## src/rtl/bit_serializer_pkg.sv

```systemverilog
// Shared serial-stream definitions for the bit-stream front end.
// State encoding and serial idle level used by bit_serializer.
package bit_serializer_pkg;

    typedef enum logic [1:0] {
        IDLE   = 2'd0,
        SHIFT  = 2'd1,
        PARITY = 2'd2
    } state_t;

    localparam logic SER_IDLE = 1'b0;

endpackage

```

## src/rtl/bit_serializer.sv

```systemverilog
// MSB-first parallel-to-serial front end for the sequence detectors.
// Define BIT_SERIALIZER_PARITY_EN to append an even-parity bit per word.
module bit_serializer
    import bit_serializer_pkg::*;
#(
    parameter int WIDTH = 8
) (
    input  logic             clk,
    input  logic             rst,
    input  logic [WIDTH-1:0] din,
    input  logic             din_valid,
    output logic             din_ready,
    output logic             x,
    output logic             x_valid,
    output logic             busy
);

    localparam int CW = $clog2(WIDTH);
    localparam logic [CW-1:0] CNT_LAST = CW'(WIDTH - 1);

    state_t           state;
    state_t           state_nx;
    logic [WIDTH-1:0] shreg;
    logic [WIDTH-1:0] shreg_nx;
    logic [CW-1:0]    cnt;
    logic [CW-1:0]    cnt_nx;
    logic             x_nx;
    logic             last;
    logic             xfer;

    assign last = (cnt == '0);
    assign xfer = din_valid && din_ready;

`ifdef BIT_SERIALIZER_PARITY_EN
    logic par;

    always_ff @(posedge clk or posedge rst) begin
        if (rst) begin
            par <= 1'b0;
        end else if (xfer) begin
            par <= ^din;
        end
    end
`endif

    // Ready depends on state alone so upstream never sees a loop
    always_comb begin
        din_ready = 1'b0;
        unique case (state)
            IDLE:    din_ready = 1'b1;
`ifdef BIT_SERIALIZER_PARITY_EN
            SHIFT:   din_ready = 1'b0;
            PARITY:  din_ready = 1'b1;
`else
            SHIFT:   din_ready = last;
`endif
            default: din_ready = 1'b0;
        endcase
    end

    always_comb begin
        state_nx = state;
        shreg_nx = shreg;
        cnt_nx   = cnt;
        x_nx     = SER_IDLE;
        unique case (state)
            IDLE: begin
                x_nx = SER_IDLE;
            end
            SHIFT: begin
                x_nx     = shreg[WIDTH-1];
                shreg_nx = {shreg[WIDTH-2:0], 1'b0};
                if (!last) begin
                    cnt_nx = cnt - 1'b1;
                end else begin
`ifdef BIT_SERIALIZER_PARITY_EN
                    state_nx = PARITY;
`else
                    state_nx = IDLE;
`endif
                end
            end
`ifdef BIT_SERIALIZER_PARITY_EN
            PARITY: begin
                x_nx     = par;
                state_nx = IDLE;
            end
`endif
            default: begin
                state_nx = IDLE;
            end
        endcase
        if (xfer) begin
            shreg_nx = din;
            cnt_nx   = CNT_LAST;
            state_nx = SHIFT;
        end
    end

    always_ff @(posedge clk or posedge rst) begin
        if (rst) begin
            state   <= IDLE;
            shreg   <= '0;
            cnt     <= '0;
            x       <= SER_IDLE;
            x_valid <= 1'b0;
            busy    <= 1'b0;
        end else begin
            state   <= state_nx;
            shreg   <= shreg_nx;
            cnt     <= cnt_nx;
            x       <= x_nx;
            x_valid <= (state != IDLE);
            busy    <= (state != IDLE);
        end
    end

endmodule

```

## config.mk

```make
export PLATFORM = sky130hd
export DESIGN_NAME = bit_serializer
export DESIGN_NICKNAME = d
export VERILOG_FILES = /design/src/rtl/bit_serializer_pkg.sv /design/src/rtl/bit_serializer.sv
export SDC_FILE = /design/constraint.sdc
export NUM_CORES = 1
export LEC_CHECK = 0
export CAP_MARGIN = 20
export CORE_UTILIZATION = 42
export DETAILED_ROUTE_END_ITERATION = 8
export PLACE_DENSITY = 0.7
export SYNTH_ARGS = -nofsm -noshare
export SYNTH_HDL_FRONTEND = slang
export SYNTH_SLANG_ARGS = --single-unit
```

## constraint.sdc

```tcl
create_clock -name clk -period 1.4 [get_ports clk]
set_input_delay 0.28 -clock clk [delete_from_list [all_inputs] [get_ports clk]]
set_output_delay 0.28 -clock clk [all_outputs]
set_load 0.03 [all_outputs]
```

* Word level (Yosys, flattened, before mapping)
Cells that the tools add are included.
** Operators by class
- Add/sub/neg operators :: 1
- Equal/unequal tests :: 4
- Multiplexer cells :: 10
- Reduce and logical (&&, ||, !) cells :: 7
** Operators with widths (count)
- $mux W8 :: 2
- $mux W3 :: 3
- $mux W2 :: 2
- $pmux W2 S2 :: 1
- $reduce_and A2 Y1 :: 2
- $reduce_bool A2 Y1 :: 2
- $logic_not A3 Y1 :: 1
- $ne A3 B3 Y1 const B :: 1
- $sub A3 B1 Y3 const B :: 1
- $eq A2 B1 Y1 const B :: 1
- $logic_not A2 Y1 :: 1
- $ne A2 B1 Y1 const B :: 1
- $ne A2 B2 Y1 const B :: 1
- $pmux W1 S2 :: 1
- $logic_and A1 B1 Y1 :: 1
- $mux W1 :: 1
** Word-level totals
- Flip-flop bits (word level) :: 15
- Input port bits :: 11
- Output and inout port bits :: 4
- Logic and storage cells :: 27

* Depth between registers and ports, before layout
- Depth in word-level cells :: 5
- Gate-level depth with buffers :: 8
- Mapped depth without buffers :: 6

* Worst setup path before layout
No wires, ideal clock.
- Path kind :: flip-flop to flip-flop
- Start point :: register cnt[0]
- End point :: register cnt[0]
- Arrival :: 1.368 ns
- Slack :: -0.092 ns
- Stages on the path, launching flop included :: 8
- Path buffers :: 2
- Path through :: dfrtp_1 inv_1 ha_1 ha_1 nand2b_1 buf_6 buf_6 mux2_2
** Between the ends
- Longest elaborated chain between the ends :: 5
** Ends and longest elaborated chain
- start: declaration :: line bit_serializer.sv:25 : logic [CW-1:0] cnt;
- start signal: assignment :: line bit_serializer.sv:111 : cnt <= cnt_nx;
- $logic_not A3 Y1 (*) :: line bit_serializer.sv:31 : assign last = (cnt == '0);
- $pmux W1 S2 (*) :: line bit_serializer.sv:49 : unique case (state)
- net din_ready :: line bit_serializer.sv:12 : output logic din_ready,
- $logic_and A1 B1 Y1 (*) :: line bit_serializer.sv:32 : assign xfer = din_valid && din_ready;
- $ne A2 B1 Y1 (no source line) or $reduce_bool A2 Y1 (tied branches)
- $reduce_and A2 Y1 (no source line)
Mark *: on every way through the listed nets, which the timed path passes. The rest lies on a longest branch. The select of a mux whose other input is x is not followed.
A chain may end at the register's enable or synchronous reset.

* Worst setup path after layout
- Start point :: register cnt[1]
- End point :: output port din_ready
** Between the ends
- Longest elaborated chain between the ends :: 2
** Ends and longest elaborated chain (line)
- $logic_not A3 Y1 :: bit_serializer.sv:31
- $pmux W1 S2 :: bit_serializer.sv:49
- end: declaration :: bit_serializer.sv:12
Every way passes these cells.

==> results.md <==
- Crit path cell chain: inv_2 -> ha_4 -> ha_4 -> nand2b_4 -> buf_6
- CTS Sinks: 14
- Die W: between 40 and 50 um
- GR Overflow Total: 0
- Vias in the first global route: slightly below 500
- Post-Synthesis Cells: 59
- RePlAce Congestion: 0.744
- Dominant cells by area after synthesis: dfrtp_1, o221a_2, a211o_1, ha_1, buf_4
- Buf/Inv on CP: 2
- Sw Pwr: 650 uW
- Ant. Diodes: 0
- Total of max-cap violations: 0
- Worst Slack Setup Final: -147 ps
- DRT Wirelength: 1.19 mm
- CTS clk-pin slew, worst paths: 70 ps
- Required @ worst endpoint: 1120 ps
- FF-to-FF Start: cnt[1]$_DFFE_PP0P_
- TritonCTS clock tree: built
- Post-synth net total: 72
- Setup CP Type: flop to primary output
- Max IR drop VDD: about 0.0012 V
- Area Overhead vs Synth: 34.0%
- Slowest-stage cell, CP: dfrtp_1
- # placed instances: 91
- Wire length per cell: 12.5 um
- Reg power frac: 36.8%
- Synth Area in Adders: 3.73%
- Die area: 1760 um2
- Detailed Routing Iterations Pass 1: 4
- Main combinational cell family by area after synthesis: compound AO/OA/AOI/OAI gates
- Clk buf depth: 2
- Ys async rst share: 100%
- CP endpoint kind: primary output
- CTS Buf Count: 3
- Final setup vio count: 9
- Filler cell count: ~140
- Combinational group share of total power: between 50% and 60%
- Final core occ: 59.6%
- Largest net degree at the start of global routing: 15
- Hold Path Class: input pin to async pin
- Worst path depth: 5
- Die Ht: 42.0 um
- Hold-fix buffers, CTS: 0
- R2R Setup Slk: -140 ps
- Max Slew Vio Count: 0
- Mapped cell area: 671 um2
- Dominant synthesized flop cell: dfrtp_1
- Sw frac: a little over a third
- Mux share of post-synthesis cell area: 1.68%
- CTS Root Cell: clkbuf_4
- Post-route ant nets: 0
- Fmax: roughly 650 MHz
- Starting DRT DRC Count: 8
- Worst slack at placement: -120 ps
- Hold Fails Final Rpt: 0
- Max incr delay on CP: 360 ps
- Post-layout min period: 1550 ps
- Detail Placement HPWL: 902 um
- Slew margin rel.: 78.2%
- Post-synth top area share: approximately 52%
- Core area: 1510 um2
- Non-filler cells, final: 95
- R2R depth: 7
- Tcrit/Tclk final: 111%
- Initial antenna violation count: 0
- Std cell rows: 14
- Residual DRC: 0
- CP Launch Type: flop
- Final net count: 94
- Yosys top cell by area: dfrtp_1
- Reg2reg end: shreg[4]$_DFFE_PP0P_
- Io pins: 15
- Yosys Warn Count: 0
- Crit path DAT: approximately 1300 ps
- P_leak: ~0.00042 uW
- Status: finished with violations
- Cell family with most CP delay: flip-flops
- Syn_area_per_cell: 11.4 um2
- Total GRT Usage: around 17%
- Clk network pwr share: 12.0%
- Share of cells above drive strength 1: 27.8%
- Layout Skew: approximately 0.57 ps
- Synth Area in XOR/XNOR: 0%
- Internal cell power: 1160 uW
- Initial Util: 44.5%
- Unrepaired setup endpoints after global routing: true
- Vias/cell: about 5.4
- Most frequent CP cell: ha_4
- Clk_lat worst skew: 270 ps
- Post-synth EDFFs: 0
- H-tree Lvls: 1
- First-pass GRT wire length: 2.13 mm
- Compound-gate portion of the synthesized area: 21.5%
- Via Count: about 500
- Worst Max-Slew Pin Slew: 327 ps
- Post-Synth Simple-Gate Area: 11.4%
- Power per Cell Area: between 2000 and 2500 nW/um2
- Synth top cells by count: dfrtp_1, nand2_1, inv_1
- Failing checks: negative setup slack
- I/O Buffers: 14
- Most common cell in the netlist: dfrtp_1
- Post-synthesis sequential area ratio: 52.2%
- Synth cell types: 20
- Yosys reg bits: 14
- CP Max Fanout: 2
[final cells by class]
cell class	count	area, um2	area share [%]
Sequential cell	14	350	39.0
Multi-Input combinational cell	35	289	32.2
Timing Repair Buffer	22	198	22.0
Clock buffer	3	22.5	2.51
Tap cell	16	20.0	2.23
Inverter	5	18.8	2.09
[stage by stage]
stage                     hold WS [ps]  instance area (um2)  TNS, ps  total power [uW]
after floorplan                    169                  687     -162              1290
after global placement             468                  848     -726              1470
after detailed placement           475                  848     -719              1510
after CTS                          300                  898    -1230              1820
after global routing               310                  898    -2110              1970
final                              299                  898    -1060              1810
[worst min-delay path: cells and delay by family]
kind | cells | cell delay [ps]
buffers and inverters | 3 | 650
[sequential cells by signal, indices dropped and copies added, names as in the netlist]
| signal | count |
|---|---|
| shreg | 8 |
| cnt | 3 |
| busy | 1 |
| state | 1 |
| x | 1 |
[repair_timing]
| item | in CTS | in global routing |
|---|---|---|
| pin swaps | 0 | 1 |
| gates cloned | 0 | 0 |
| setup endpoints to repair | 11 | 12 |
| buffers inserted | 1 | 0 |
| gates resized for setup | 8 | 2 |
[placed cells by master, fill, tap and decap left out]
cell              n
nor2_1            1
and2b_1           1
clkbuf_4          3
dlygate4sd2_1     3
o311ai_1          1
dfrtp_1          14
nand2b_4          1
inv_1             3
clkdlybuf4s50_1  10
mux2_2            1
buf_4             8
a211o_1           4
o221a_2           4
a32oi_1           2
nand2b_1          1
inv_2             2
a21boi_1          1
ha_4              2
o21ai_0           2
nand2_1           6
and2_1            1
nor2b_1           3
nand3_1           1
o21ai_1           2
a32o_1            1
buf_6             1
[routing by layer]
layer	global-route usage [%]	share of wire (%)
met1	19.7	44
met2	26.9	47
met3	3.04	5.1
met4	13.5	3.5
met5	0	0
[cell families (layout without fill, tap and decap cells)]
logic type | count (synthesis) | in the layout
AOI/OAI and AO/OA | 17 | 17
buffers and inverters | 10 | 30
muxes | 1 | 1
adders and majority gates | 2 | 2
DFF | 14 | 14
and+or+nand+nor | 15 | 15
[how the worst max path moves through the flow]
stage,to,slack (ps),start
after CTS,din_ready,-170,cnt[1]$_DFFE_PP0P_
after global routing,din_ready,-240,cnt[1]$_DFFE_PP0P_
after global placement,shreg[5]$_DFFE_PP0P_,-120,din_valid
after floorplan,cnt[0]$_DFFE_PP0P_,-50,cnt[0]$_DFFE_PP0P_
final,din_ready,-150,cnt[1]$_DFFE_PP0P_
after detailed placement,shreg[4]$_DFFE_PP0P_,-120,din_valid
[power groups by stage]
stage / combinational [uW] / sequential (uW) / clock [uW]
global placement: 805 / 667 / 0
global route: 1030 / 690 / 245
CTS: 925 / 669 / 227
detailed placement: 839 / 672 / 0
floorplan: 604 / 683 / 0
finish: 927 / 664 / 216
Power figures use the tool's default switching activity.
==> RTL edit 1 (config.mk and constraints unchanged) <==
Add a define of `BIT_SERIALIZER_PARITY_EN`.
--- a/src/rtl/bit_serializer.sv
+++ b/src/rtl/bit_serializer.sv
@@ -1,4 +1,6 @@
 // MSB-first parallel-to-serial front end for the sequence detectors.
 // Define BIT_SERIALIZER_PARITY_EN to append an even-parity bit per word.
+`define BIT_SERIALIZER_PARITY_EN
+
 module bit_serializer
     import bit_serializer_pkg::*;
Behaviour: not the same (a bounded check fails within 10 cycles, from zero or initial values and one cycle with rst high).
==> RTL edit 1 against the original RTL <==
The run still ends with setup timing left. Wire length grew 34%. Global-route usage grew 0.36 points. Count of clock-buffer cells in the layout grew 1. Final cell count grew 38%. Synthesized area grew 27%. Clock skew grew 0.0019 ns. Total power grew 40%. Sequential cell count grew 2. Worst setup slack lost 0.033 ns. Design area grew 29%. Via count grew 24%. Clock power grew 43%. Die area grew 25%. Critical path type unchanged. Critical endpoint unchanged. Largest cell class is now multi-input gates. Highest routed layer unchanged.
==> RTL edit 1: results (changes against the original RTL) <==
- Mux contribution to synthesized area: 8.25% (+6.6 points)
- Post-CTS setup buffers: 1 (unchanged)
- Average cell area after synthesis: 10.2 um2 (-10%)
- Final net count: 123 (+31%)
- GRT met3 Usage: 2.31% (-0.74 points)
- Worst VDD drop: 0.966 mV (-18%)
- Largest registers: shreg (8), cnt (3), state (2)
- Post-DP Area: 1050 um2 (+24%)
- Clk pin slew, worst setup/hold paths: 0.10 ns (+0.03 ns)
- Setup tns final: -0.181 ns (+0.884 ns)
- Clk_skew: 0.00245 ns (+0.00187 ns)
- Post-route cell area: 1160 um2 (+29%)
- # fillers: 168 (+23%)
- Reg area: 400 um2 (+14%)
- Met3 Wirelength: 47 um (-23%)
- Worst EP arrival: 1.30 ns (+0.03 ns)
- WL met1: 763 um (+46%)
- Post-DR vias/cell: 4.85 (-9.9%)
- Pre-CTS setup slack: -0.342 ns (-0.222 ns)
- Half-perimeter wire length after placement: 1070 um (+19%)
- Layout cells sized above 1: 23.6% (-4.3 points)
- First-pass GRT wire length: 2610 um (+22%)
- Count of plain and timing-repair buffers in the layout: 23 (+4.5%)
- Seq cells post-synth: 16 (+2)
- Vias in the first global route: 602 (+23%)
- CP peak stage delay: 0.40 ns (+0.04 ns)
- Setup-failing EPs final: 1 (-8)
- Met1 usage: 23.0% (+3.3 points)
- Post-route setup slack: -0.181 ns (-0.0332 ns)
- Slew Limit Headroom: 80.1% (+2.0 points)
- Failing checks: setup timing
- Cells resized by post-CTS repair: 14 (+6)
- Layout Cells excl Fill: 131 (+38%)
- Total track usage: 17.2% (+0.36 points)
- Non-clock buffers, area share: 20.6% (-1.4 points)
- Synth unique cells: 21 (+5.0%)
- Syn Nets: 99 (+38%)
- Post-Synth Adder-Cell Area: 7.36% (+3.6 points)
- LEAKAGE: 0.526 nW (+26%)
- First-iteration detailed-routing DRC count: 11 (+3)
- Largest net degree at the start of global routing: 23 (+8)
- Status: finished, violations left
- Met2 Usage GRT: 26.7% (-0.21 points)
- Synth cell count leaders: dfrtp_1, a21oi_1, nor2_1, xnor2_1
- #MultiIn Comb: 56 (+60%)
- DR WL met2: 779 um (+38%)
==> RTL edit 1: cell count changes in the layout (fill, tap and decap cells not counted), sizes merged, moves of 3 or more <==
cell	unedited run	this run
mux2i	0	7
ha	2	5
a211o	4	0
nor2	1	8
xnor2	0	8
a21oi	0	9
o221a	4	0
==> RTL edit 1: power breakdown <==
part           switching [mW]  internal, mW
Clock                   0.150         0.158
Combinational           0.716         0.721
Sequential              0.110         0.679
==> RTL edit 1: final timing paths <==
check | from | slack, ns | end
worst min register to register | cnt[2] | 0.53 | cnt[2]
min in group clk | cnt[2] | 0.53 | cnt[2]
worst min-delay path | rst | 0.28 | state[1]
max in group asynchronous | rst | 0.94 | cnt[0]
worst max-delay path | state[1] | -0.18 | din_ready
worst max register to register | state[1] | 0.05 | shreg[0]
==> RTL edit 1: worst register-to-register path, stage by stage, from the launching register on <==
cell,delay (ns)
dfrtp_1,0.40
inv_2,0.07
ha_4,0.15
or2_4,0.26
nand2_4,0.11
buf_12,0.14
nand3b_1,0.08
o21ai_1,0.09
==> RTL edit 2 (same settings) <==
Without the edit above. Take the reset off `shreg` and load it in a clocked block of its own.
--- a/src/rtl/bit_serializer.sv
+++ b/src/rtl/bit_serializer.sv
@@ -101,5 +101,4 @@
         if (rst) begin
             state   <= IDLE;
-            shreg   <= '0;
             cnt     <= '0;
             x       <= SER_IDLE;
@@ -108,5 +107,4 @@
         end else begin
             state   <= state_nx;
-            shreg   <= shreg_nx;
             cnt     <= cnt_nx;
             x       <= x_nx;
@@ -116,4 +114,8 @@
     end
 
+    always_ff @(posedge clk) begin
+        shreg <= shreg_nx;
+    end
+
 endmodule
 
Function: same outputs for any inputs over 10 cycles, from zero or initial values and one cycle with rst high; that may be too few to reach the edited logic, so the function may still have changed.
==> RTL edit 2 against the original RTL <==
Worst hold slack worse by 0.090 ns. Worst setup slack worse by 0.12 ns. Design area rose by 5.4%. Clock skew is 0.0040 ns higher. Wire length is 4.0% lower. Die area down 4.8%. Total power grew 19%. Final cell count fell by 17%. Synthesized area is 5.0% lower. First-iteration DRC count down 50%. Sequential cell count is the same. The run still ends with setup timing left. Non-clock buffer count unchanged. Critical path depth is 1 higher.
==> RTL edit 2: results (changes against the original RTL) <==
- WL met1: 487 um (-6.7%)
- Setup-failing EPs final: 12 (+3)
- Via Count: 388 (-24%)
- Slew Limit Headroom: 80.1% (+2.0 points)
- Status: finished, violations left
- Synth unique cells: 14 (-30%)
- Final net count: 78 (-17%)
- Largest net degree at the start of global routing: 9 (-6)
- Failing checks: setup timing
- Sequential area share after synthesis: 61.3% (+9.1 points)
- Worst EP arrival: 1.39 ns (+0.12 ns)
- Clk pin slew, worst setup/hold paths: 0.09 ns (+0.02 ns)
- Met3 Wirelength: 79 um (+30%)
- Drt wl/cell: 14.5 um (+15%)
- Flop2flop setup slack: -0.25 ns (-0.11 ns)
- Worst VDD drop: 1.21 mV (+3.3%)
- Total track usage: 15.4% (-1.5 points)
- Post-route setup slack: -0.266 ns (-0.118 ns)
- Average cell area after synthesis: 15.9 um2 (+40%)
- Synth cell count leaders: edfxtp_1, mux2_4, dfrtp_1
- Number of synthesized flops with an enable pin: 8 (+8)
- WL final: 1140 um (-4.0%)
- GP Congestion: 0.692 (-7.0%)
- DR WL met2: 553 um (-2.1%)
- First-pass GRT wire length: 1600 um (-25%)
- Vias in the first global route: 354 (-28%)
- First-iteration detailed-routing DRC count: 4 (-4)
- Synth top area cells: edfxtp_1, dfrtp_1, mux2_4
[RTL edit 2: cell count changes in the layout (fill, tap and decap cells not counted), moves of 2 or more]
cell,change
a32oi_1,-2
nor2b_1,-3
dfrtp_1,-8
o21ai_2,+2
o221a_2,-4
buf_4,-4
mux2_4,+7
nand2_1,-6
edfxtp_1,+8
buf_6,+3
a211o_1,-4
o21ai_0,-2
[RTL edit 2: area by class of cell]
| class | instances | share of cell area (%) |
|---|---|---|
| Inverter | 4 | 1.59 |
| Sequential cell | 14 | 41.2 |
| Multi-Input combinational cell | 20 | 28.0 |
| Tap cell | 15 | 1.98 |
| Timing Repair Buffer | 22 | 23.4 |
| Clock buffer | 4 | 3.83 |
[RTL edit 2: cells by family after synthesis]
| family | share of synthesized area, % |
|---|---|
| flops | 61.3 |
| mux | 18.3 |
| buf+inv | 5.30 |
| simple gates | 8.06 |
| compound gates | 3.14 |
| fa+ha+maj | 3.93 |
[RTL edit 2: metal layers]
layer,GRT usage (%),up-vias
met2,23.4,16
met3,4.35,4
met5,0,-
met1,20.0,180
met4,6.67,0
li1,-,188
[RTL edit 2: report_power, final]
group	switching, mW	total (mW)	internal, mW
logic	0.478	1.13	0.655
registers	0.0771	0.734	0.657
clock network	0.124	0.282	0.158
total	0.680	2.15	1.47
[RTL edit 2: path summary, 6_finish.rpt]
path                       startpoint  depth (start not counted)         to
max                            cnt[1]                          6  din_ready
max in group asynchronous         rst                          2     cnt[0]
min reg2reg                  shreg[7]                          1          x
min                               rst                          2          x
max reg2reg                    cnt[1]                          7   shreg[6]
min in group clk             shreg[7]                          1          x
[RTL edit 2: timing repair]
| item | CTS | global route |
|---|---|---|
| endpoints found under the setup margin | 13 | 12 |
| endpoints found under the hold margin | 0 | 0 |
| hold buffers | 0 | 0 |
| setup buffers | 3 | 3 |
| pin swaps | 0 | 1 |
| gates resized for setup | 10 | 8 |
[RTL edit 2: stage by stage]
step / cell area (um2) / TNS (ns) / setup WS (ns)
after floorplan: 658 / -1.30 / -0.186
after global placement: 802 / -2.04 / -0.146
after detailed placement: 802 / -2.60 / -0.177
after CTS: 902 / -2.17 / -0.265
after global routing: 947 / -3.36 / -0.337
final: 947 / -2.62 / -0.266
